$ cat config.mk
export PLATFORM = sky130hd
export DESIGN_NAME = sv_input_streamer
export DESIGN_NICKNAME = d
export VERILOG_FILES = /design/src/rtl/sv_input_streamer.sv
export SDC_FILE = /design/constraint.sdc
export NUM_CORES = 1
export LEC_CHECK = 0
export BUFFER_PORTS_ARGS = -buffer_cell sky130_fd_sc_hd__buf_2
export CAP_MARGIN = 20
export CELL_PAD_IN_SITES_DETAIL_PLACEMENT = 1
export CELL_PAD_IN_SITES_GLOBAL_PLACEMENT = 2
export CORE_MARGIN = 10
export CORE_UTILIZATION = 31
export DETAILED_ROUTE_END_ITERATION = 10
export PLACE_DENSITY = 0.8
export SLEW_MARGIN = 5
export SYNTH_ARGS = -nofsm -noshare
export SYNTH_HDL_FRONTEND = slang
export SYNTH_SLANG_ARGS = --single-unit
$ cat constraint.sdc
create_clock -name clk -period 2.4 [get_ports clk]
set_input_delay 0.12 -clock clk [delete_from_list [all_inputs] [get_ports clk]]
set_output_delay 0.12 -clock clk [all_outputs]
set_load 0.02 [all_outputs]
$ cat src/rtl/sv_input_streamer.sv
// Streams packed int8 activations from a 32-bit BRAM read port onto an AXI-Stream master, one byte per beat.
// Build option: define INSTREAM_SIGN_EXT_EN to sign-extend each byte into TDATA; otherwise it is zero-extended.
module sv_input_streamer #(
    parameter int DATA_WIDTH      = 32,
    parameter int BRAM_DATA_WIDTH = 32,
    parameter int ADDR_WIDTH      = 32,
    parameter int C_TID_WIDTH     = 2,
    parameter int NUM_LANES       = 4
) (
    input  logic                         clk,
    input  logic                         rst_n,
    input  logic                         start,
    input  logic [ADDR_WIDTH-1:0]        base_offset,
    input  logic [ADDR_WIDTH-1:0]        num_elements,
    output logic                         busy,
    output logic                         done,
    output logic                         M_AXIS_TVALID,
    input  logic                         M_AXIS_TREADY,
    output logic [DATA_WIDTH-1:0]        M_AXIS_TDATA,
    output logic                         M_AXIS_TLAST,
    output logic [C_TID_WIDTH-1:0]       M_AXIS_TID,
    output logic [31:0]                  BRAM_addr,
    output logic [BRAM_DATA_WIDTH-1:0]   BRAM_din,
    input  logic [BRAM_DATA_WIDTH-1:0]   BRAM_dout,
    output logic                         BRAM_en,
    output logic [BRAM_DATA_WIDTH/8-1:0] BRAM_we,
    output logic                         BRAM_rst,
    output logic                         BRAM_clk,
    output logic [2:0]                   dbg_state_o
);

    // AXI-Stream handshake: a beat transfers on a rising clk edge where TVALID and TREADY are both high;
    // TVALID/TDATA/TLAST/TID are registers that hold until that edge and never look at TREADY combinationally.
    typedef enum logic [2:0] {
        S_IDLE   = 3'd0,
        S_FETCH  = 3'd1,
        S_LATCH  = 3'd2,
        S_STREAM = 3'd3,
        S_DONE   = 3'd4
    } state_t;

    state_t                     state_q;
    logic [ADDR_WIDTH-1:0]      byte_idx_q;
    logic [ADDR_WIDTH-1:0]      remaining_q;
    logic [BRAM_DATA_WIDTH-1:0] word_buf_q;
    logic                       busy_q;
    logic                       done_q;
    logic                       tvalid_q;
    logic                       tlast_q;
    logic                       bram_en_q;
    logic [C_TID_WIDTH-1:0]     tid_q;
    logic [DATA_WIDTH-1:0]      tdata_q;

    logic                       hs;
    logic [ADDR_WIDTH-1:0]      byte_idx_d;
    logic [C_TID_WIDTH-1:0]     tid_d;

    function automatic logic [DATA_WIDTH-1:0] ext(input logic [7:0] b);
`ifdef INSTREAM_SIGN_EXT_EN
        return {{(DATA_WIDTH-8){b[7]}}, b};
`else
        return {{(DATA_WIDTH-8){1'b0}}, b};
`endif
    endfunction

    function automatic logic [7:0] lane_byte(input logic [BRAM_DATA_WIDTH-1:0] w, input logic [1:0] lane);
        return w[{lane, 3'b000} +: 8];
    endfunction

    assign hs         = (state_q == S_STREAM) && tvalid_q && M_AXIS_TREADY;
    assign byte_idx_d = byte_idx_q + ADDR_WIDTH'(1);
    assign tid_d      = (tid_q == C_TID_WIDTH'(NUM_LANES - 1)) ? '0 : tid_q + C_TID_WIDTH'(1);

    always_ff @(posedge clk or negedge rst_n) begin
        if (!rst_n) begin
            state_q     <= S_IDLE;
            byte_idx_q  <= '0;
            remaining_q <= '0;
            word_buf_q  <= '0;
            busy_q      <= 1'b0;
            done_q      <= 1'b0;
            tvalid_q    <= 1'b0;
            tlast_q     <= 1'b0;
            bram_en_q   <= 1'b0;
            tid_q       <= '0;
            tdata_q     <= '0;
        end else begin
            done_q <= 1'b0;
            case (state_q)
                S_IDLE: begin
                    if (start) begin
                        busy_q <= 1'b1;
                        if (num_elements != '0) begin
                            byte_idx_q  <= base_offset;
                            remaining_q <= num_elements;
                            tid_q       <= '0;
                            bram_en_q   <= 1'b1;
                            state_q     <= S_FETCH;
                        end else begin
                            done_q  <= 1'b1;
                            state_q <= S_DONE;
                        end
                    end
                end
                S_FETCH: begin
                    bram_en_q <= 1'b0;
                    state_q   <= S_LATCH;
                end
                S_LATCH: begin
                    // Read data arrives one cycle after the enable, so the first beat is built straight from it.
                    word_buf_q <= BRAM_dout;
                    tdata_q    <= ext(lane_byte(BRAM_dout, byte_idx_q[1:0]));
                    tvalid_q   <= 1'b1;
                    tlast_q    <= (remaining_q == ADDR_WIDTH'(1));
                    state_q    <= S_STREAM;
                end
                S_STREAM: begin
                    if (hs) begin
                        byte_idx_q  <= byte_idx_d;
                        remaining_q <= remaining_q - ADDR_WIDTH'(1);
                        tid_q       <= tid_d;
                        if (remaining_q == ADDR_WIDTH'(1)) begin
                            tvalid_q <= 1'b0;
                            tlast_q  <= 1'b0;
                            done_q   <= 1'b1;
                            state_q  <= S_DONE;
                        end else if (byte_idx_q[1:0] == 2'd3) begin
                            tvalid_q  <= 1'b0;
                            tlast_q   <= 1'b0;
                            bram_en_q <= 1'b1;
                            state_q   <= S_FETCH;
                        end else begin
                            tdata_q <= ext(lane_byte(word_buf_q, byte_idx_d[1:0]));
                            tlast_q <= (remaining_q == ADDR_WIDTH'(2));
                        end
                    end
                end
                S_DONE: begin
                    busy_q  <= 1'b0;
                    state_q <= S_IDLE;
                end
                default: state_q <= S_IDLE;
            endcase
        end
    end

    assign busy          = busy_q;
    assign done          = done_q;
    assign M_AXIS_TVALID = tvalid_q;
    assign M_AXIS_TDATA  = tdata_q;
    assign M_AXIS_TLAST  = tlast_q;
    assign M_AXIS_TID    = tid_q;
    assign BRAM_addr     = 32'({byte_idx_q[ADDR_WIDTH-1:2], 2'b00});
    assign BRAM_din      = '0;
    assign BRAM_en       = bram_en_q;
    assign BRAM_we       = '0;
    assign BRAM_rst      = ~rst_n;
    assign BRAM_clk      = clk;
    assign dbg_state_o   = state_q;

endmodule

-- Word-level counts from Yosys, hierarchy flattened
Cells that the tools add are included.
- register bits: 138
- bits of input ports: 100
- mux-type cells: 44
- reductions and logical operators: 15
- $add $sub $neg: 3
- shift-type cells: 2
- bitwise operators: 1
- eq/ne operators: 15
- operators by type and width (operator ; number):
    two-way mux 32 bit ; 9
    case mux 32 bit (2 select lines) ; 3
    indexed part select 32 x 6 -> 8 bit ; 2
    adder 32 x 1 -> 32 bit, second input constant ; 1
    equality test 32 x 1 -> 1 bit, second input constant ; 1
    equality test 32 x 2 -> 1 bit, second input constant ; 1
    nonzero test 32 bit ; 1
    subtractor 32 x 1 -> 32 bit, second input constant ; 1
    two-way mux 1 bit ; 16
    two-way mux 3 bit ; 5
    case mux 3 bit (4 select lines) ; 1
    inequality test 2 bit, second input constant ; 5
    two-way mux 2 bit ; 4
    case mux 1 bit (2 select lines) ; 4
    AND reduction 4 bit ; 2
    equality test 3 x 2 -> 1 bit, second input constant ; 2
    AND reduction 3 bit ; 2
    AND reduction 6 bit ; 1
    nonzero test 2 bit ; 3
    equality test 2 bit, second input constant ; 2
    case mux 2 bit (2 select lines) ; 1
    AND reduction 2 bit ; 2
    equality test 3 x 1 -> 1 bit, second input constant ; 1
    equality test 3 bit, second input constant ; 1
    8 further kinds ; 9

-- Depth between registers and ports, before layout
Gate-level depths: netlist (run 1).
- depth in word-level cells: 6
- gate-level depth with buffers: 9

==> impl_metrics.env, run 1 <==
export IMPL_outcome="finished clean"
export IMPL_drcViolationCount=0
export IMPL_min_delay_start="num_elements[29]"
export IMPL_power_density_mw_per_mm2=1330
export IMPL_fin_util_pct=42.9
export IMPL_wl_per_cell_um=19.0
export IMPL_swShare_pct=44.1
export IMPL_crit_buf_inv=3
export IMPL_synth_edf_count=0
export IMPL_vias=7241
export IMPL_p_int_w=0.00749
export IMPL_finalInstanceArea_mm2=0.0101
export IMPL_finClkSkew_ns=0.0119
export IMPL_path_clk_slew_ns=0.06
export IMPL_grt_max_degree=91
export IMPL_final_common_cell="nand2_1"
export IMPL_postRouteAntennaNets=0
export IMPL_cp_end_kind="flop"
export IMPL_place_area_mm2=0.00836
export IMPL_clock_latency_ns=0.54
export IMPL_gp_congestion=0.869
export IMPL_pwr_share_seq_pct=28.0
export IMPL_avgSynthCellArea_um2=8.62
export IMPL_setup_tns_ns=0
export IMPL_fmax_mhz=435
export IMPL_hold_slack_ns=0.0165
export IMPL_crit_family="simple AND/OR/NAND/NOR gates"
export IMPL_period_share_pct=95.8
export IMPL_power_switching_w=0.00592
export IMPL_wirelength_um=27300
export IMPL_syn_inst=858
export IMPL_worst_slew_pin_slew_ns=0.824
export IMPL_crit_chain="dlygate4sd3_1, buf_2, nor4_1, nand2_1, or4_1, a21oi_4, buf_12, nor2_1, o2bb2a_1"
export IMPL_pwr_share_clk_pct=22.8
export IMPL_min_path_type="in2reg"
export IMPL_cp_arrival_ns=2.71
export IMPL_slew_viol_final=0
export IMPL_firstDrtPassIters=4
export IMPL_initial_utilization_pct=31.5
export IMPL_multi_input_area_mm2=0.00387
export IMPL_drive_above_1_share_pct=27.0
export IMPL_grt_antenna_before_repair=1
export IMPL_fin_nets=1206
export IMPL_io_pin_count=212
export IMPL_synth_ff_latch_count=114
export IMPL_yosys_warnings=0
export IMPL_hold_violations=0
export IMPL_core_mm2=0.0235
export IMPL_die_area_mm2=0.0304
export IMPL_grt_pass1_vias=7999
export IMPL_regToRegStartpoint="remaining_q[24]"
export IMPL_drt_iter0_markers=379
export IMPL_grt_setup_unrepaired="no"
export IMPL_regArea_mm2=0.00286
export IMPL_ys_flop_type="dfrtp_1"
export IMPL_hpwlAfterDp_um=18800
export IMPL_ys_async_sr_fraction_pct=100
export IMPL_period_minus_slack_ns=2.30
export IMPL_die_w_um=174
export IMPL_vdd_ir_drop_max_mv=0.846
export IMPL_die_h_um=174
export IMPL_crit_path_max_incr_delay_ns=0.62
export IMPL_maxCapViolations=0
export IMPL_worst_ep_required_time_ns=2.82
export IMPL_start_kind="input port"
export IMPL_cts_tree="built"
export IMPL_floorplan_rows=56
export IMPL_layout_common_cells="nand2_1, buf_2, dfrtp_1"
export IMPL_via_per_inst=5.05
export IMPL_grt_pass1_wl_um=44000
export IMPL_leakage_nw=4.51
export IMPL_relSlewSlack_pct=45.1
export IMPL_ys_types=68
export IMPL_cp_slowest_cell="or4_1"
export IMPL_overflow=0
export IMPL_power_frac_comb_pct=49.3
export IMPL_gr_usage_all_layers_pct=17.8
export IMPL_path_class="in2reg"
export IMPL_setup_violations=0
export IMPL_crit_path_start="num_elements[27]"
export IMPL_io_buffers=149
export IMPL_cp_max_fo=47
export IMPL_yosysSeqAreaShare_pct=38.6
export IMPL_mappedNetlistArea_mm2=0.00739
export IMPL_areaGrowthSynthToFinish_pct=36.1
export IMPL_n_fill_cell=2777
## layout make-up
cell class | count | area share [%]
Sequential cell | 114 | 28.4
Tap cell | 319 | 3.97
Clock buffer | 21 | 5.02
Multi-Input combinational cell | 654 | 38.5
Antenna cell | 1 | 0.0249
Inverter | 9 | 0.336
Clock inverter | 14 | 2.04
Timing Repair Buffer | 301 | 21.8
## power by group through the flow
stage                     Combinational [W]   Clock, W  Sequential (W)
after global placement              0.00628  0.0000389         0.00369
after floorplan                     0.00463  0.0000487         0.00368
after CTS                           0.00656    0.00310         0.00372
final                               0.00661    0.00305         0.00375
after global routing                0.00733    0.00320         0.00392
after detailed placement            0.00640  0.0000389         0.00372
## worst paths after layout
check                                   to  slack [ns]  cells past startpoint
min in group asynchronous             busy        0.12                      2
setup reg to reg           M_AXIS_TDATA[3]        0.13                      8
max in group asynchronous  remaining_q[24]        1.56                      3
hold / removal             remaining_q[29]        0.02                      4
setup / recovery            byte_idx_q[25]        0.10                      9
hold reg to reg             word_buf_q[20]        0.47                      2
## repair_timing
| action | CTS | global route |
|---|---|---|
| gates resized for setup | 1 | 13 |
| pin swaps | 0 | 2 |
| setup endpoints to repair | 8 | 16 |
| endpoints found under the hold margin | 126 | 0 |
| hold buffers | 92 | 0 |
| buffers inserted | 0 | 3 |
## state kept, by name (all words and copies together) (netlist names)
| register | cells |
|---|---|
| M_AXIS_TDATA | 8 |
| M_AXIS_TVALID | 1 |
| M_AXIS_TID | 2 |
| remaining_q | 32 |
| word_buf_q | 32 |
| dbg_state_o | 3 |
| done | 1 |
| BRAM_en | 1 |
| M_AXIS_TLAST | 1 |
| byte_idx_q | 32 |
| busy | 1 |
## routing by layer
layer / global-route usage (%) / part of all wire, % / vias to the layer above
met5: 0 / 0 / -
met4: 5.81 / 2.0 / 0
met3: 4.72 / 5.4 / 37
met2: 30.8 / 50 / 209
met1: 21.0 / 42 / 3555
li1: - / - / 3440
## synth_stat cells, types with 9 or more instances
cell	instances	share of area [%]
nand2_1	156	7.9
dfrtp_1	114	39
buf_4	96	9.7
a21oi_1	92	6.2
o21ai_0	56	3.8
nor2_1	55	2.8
clkbuf_1	27	1.4
o22ai_1	22	1.9
nand3_1	18	1.2
mux4_2	16	4.9
nor4_1	15	1.3
buf_2	14	0.95
a31oi_1	12	1.0
nor3_1	11	0.74
o22a_1	11	1.3
nand4_1	10	0.85
inv_1	9	0.46
## metrics by stage
step           setup slack, ns  instances  total power, W
2_1_floorplan            0.294        919         0.00836
3_3_place_gp            0.0631       1303          0.0100
3_5_place_dp           -0.0279       1303          0.0102
4_1_cts                 0.0409       1429          0.0134
5_1_grt                0.00202       1433          0.0144
6_report                 0.102       1433          0.0134
## worst register-to-register path, delay by kind of cell (launching register included)
family / cells / cell delay [ns]
and+or+nand+nor: 6 / 1.44
DFF: 1 / 0.44
buffers and inverters: 2 / 0.30
## kinds of logic after synthesis
kind of cell / count (synthesis) / synth area share, %
flops: 114 / 38.6
compound gates: 240 / 19.7
xor+xnor: 1 / 0.118
other cells: 1 / 0.0507
buf+inv: 151 / 13.0
fa+ha+maj: 5 / 0.846
simple gates: 329 / 22.7
mux: 17 / 5.01
No activity file was read; power rests on OpenSTA's default activity.
==> run 2, diff against run 1 <==
--- a/config.mk
+++ b/config.mk
@@ -12,7 +12,7 @@
 export CORE_MARGIN = 10
 export CORE_UTILIZATION = 31
 export DETAILED_ROUTE_END_ITERATION = 10
-export PLACE_DENSITY = 0.8
+export PLACE_DENSITY_LB_ADDON = 0.1
 export SLEW_MARGIN = 5
 export SYNTH_ARGS = -nofsm -noshare
 export SYNTH_HDL_FRONTEND = slang
==> run 2 against run 1 <==
Critical path depth decreased by 1. Count of clock-buffer cells in the layout did not move. Critical path type is now reg2reg. First-iteration DRC count is 11% higher.
==> impl_metrics.env, run 2 (same netlist as run 1, synthesis figures left out) <==
export IMPL_outcome="finished clean"
export IMPL_floorplan_rows=56
export IMPL_worst_slew_pin_slew_ns=0.894
export IMPL_start_kind="flop"
export IMPL_crit_path_max_incr_delay_ns=0.59
export IMPL_drcViolationCount=0
export IMPL_die_w_um=174
export IMPL_gr_usage_all_layers_pct=17.8
export IMPL_cp_arrival_ns=2.65
export IMPL_io_pin_count=212
export IMPL_path_class="reg2reg"
export IMPL_drt_iter0_markers=421
export IMPL_leakage_nw=4.50
export IMPL_grt_setup_unrepaired="no"
export IMPL_gp_congestion=0.805
export IMPL_crit_chain="or4_1, nor4_2, buf_4, nand4_4, or2_0, buf_4, a21oi_1, nor2_1"
export IMPL_hold_violations=0
export IMPL_wl_per_cell_um=18.9
export IMPL_crit_top_cell="buf_4"
export IMPL_wirelength_um=27100
export IMPL_hpwlAfterDp_um=19400
export IMPL_place_ws_ns=0.104
export IMPL_finalInstanceArea_mm2=0.0100
export IMPL_finClkSkew_ns=0.0138
export IMPL_clock_latency_ns=0.54
export IMPL_power_density_mw_per_mm2=1320
export IMPL_top_regs="byte_idx_q (32), remaining_q (32), word_buf_q (32)"
export IMPL_fin_ws_ns=0.168
export IMPL_fmax_mhz=448
export IMPL_cp_slowest_cell="or4_1"
export IMPL_overflow=0
export IMPL_crit_family="simple AND/OR/NAND/NOR gates"
export IMPL_grt_pass1_vias=7770
export IMPL_drive_above_1_share_pct=26.5
export IMPL_grt_max_degree=94
export IMPL_path_clk_slew_ns=0.06
export IMPL_period_share_pct=93.0
export IMPL_hold_slack_ns=0.0159
export IMPL_maxCapViolations=0
export IMPL_fin_nets=1207
export IMPL_power_total_w=0.0132
export IMPL_final_common_cell="nand2_1"
export IMPL_n_fill_cell=2764
export IMPL_slew_viol_final=0
export IMPL_die_area_mm2=0.0304
export IMPL_worst_ep_required_time_ns=2.82
export IMPL_layout_common_cells="nand2_1, buf_2, dfrtp_1"
export IMPL_areaGrowthSynthToFinish_pct=35.3
export IMPL_via_per_inst=4.96
export IMPL_cp_max_fo=9
export IMPL_initial_utilization_pct=31.5
export IMPL_cts_tree="built"
export IMPL_io_buffers=149
export IMPL_setup_violations=0
export IMPL_grt_pass1_wl_um=43600
export IMPL_postRouteAntennaNets=0
export IMPL_vias=7117
export IMPL_vdd_ir_drop_max_mv=0.523
export IMPL_relSlewSlack_pct=40.4
export IMPL_cp_end_kind="flop"
export IMPL_firstDrtPassIters=4
export IMPL_min_path_type="in2reg"
export IMPL_crit_buf_inv=2
export IMPL_setup_tns_ns=0
export IMPL_period_minus_slack_ns=2.23
export IMPL_post_cts_setup_buffer_count=0
export IMPL_die_h_um=174
export IMPL_grt_antenna_before_repair=1
export IMPL_place_area_mm2=0.00841
export IMPL_core_mm2=0.0235
[run 2: cell types whose count changed in the layout (fill, tap and decap cells not counted), sizes merged]
cell	previous run	this run
buf	210	212
bufinv	4	2
dlygate4sd3	92	91
inv	12	15
[run 2: worst register-to-register path: cells and delay by family, from the launching register on]
kind	cells	cell delay, ns
AO/OA/AOI/OAI	1	0.16
flip-flops	1	0.42
buffers and inverters	2	0.35
AND/OR/NAND/NOR	5	1.19
[run 2: area by class of cell]
type,instances,area (um^2),share of cell area (%)
clock buffer,21,505,5.05
timing repair buffer,302,2200,22.0
inverter,9,33.8,0.338
multi-input combinational,654,3830,38.3
clock inverter,15,174,1.74
antenna,1,2.50,0.0250
tap,319,399,3.99
sequential,114,2850,28.5
[run 2: through the flow]
step / instances / utilization (%)
after floorplan: 919 / -
after global placement: 1308 / 35.8
after detailed placement: 1308 / 35.8
after CTS: 1434 / 42.6
after global routing: 1435 / 42.6
final: 1435 / 42.6
[run 2: worst paths after layout]
kind | from | to | slack, ns | cells after the start
max in group asynchronous | rst_n | remaining_q[29] | 1.55 | 3
worst max-delay path | remaining_q[27] | M_AXIS_TDATA[0] | 0.17 | 8
worst min register to register | word_buf_q[27] | word_buf_q[27] | 0.48 | 2
min in group asynchronous | rst_n | word_buf_q[10] | 0.11 | 2
worst max register to register | remaining_q[27] | M_AXIS_TDATA[0] | 0.17 | 8
worst min-delay path | base_offset[16] | byte_idx_q[16] | 0.02 | 4
[run 2: repair_timing]
item | CTS | global route
hold buffers | 91 | 0
endpoints found under the setup margin | 0 | 4
resized for setup | 0 | 2
endpoints found under the hold margin | 121 | 0
[run 2: report_power, final]
group | internal (W) | leakage (nW) | switching [W]
clock network | 0.00178 | 0.328 | 0.00114
registers | 0.00287 | 1.33 | 0.000881
logic | 0.00263 | 2.84 | 0.00386
total | 0.00728 | 4.50 | 0.00588
[run 2: per-layer routing]
metal	up-vias	global-route usage, %	routed length, um
met5	-	0	0
met4	0	4.88	288
met3	20	4.29	1260
met2	161	29.1	13100
met1	3500	23.0	12500
li1	3436	-	-
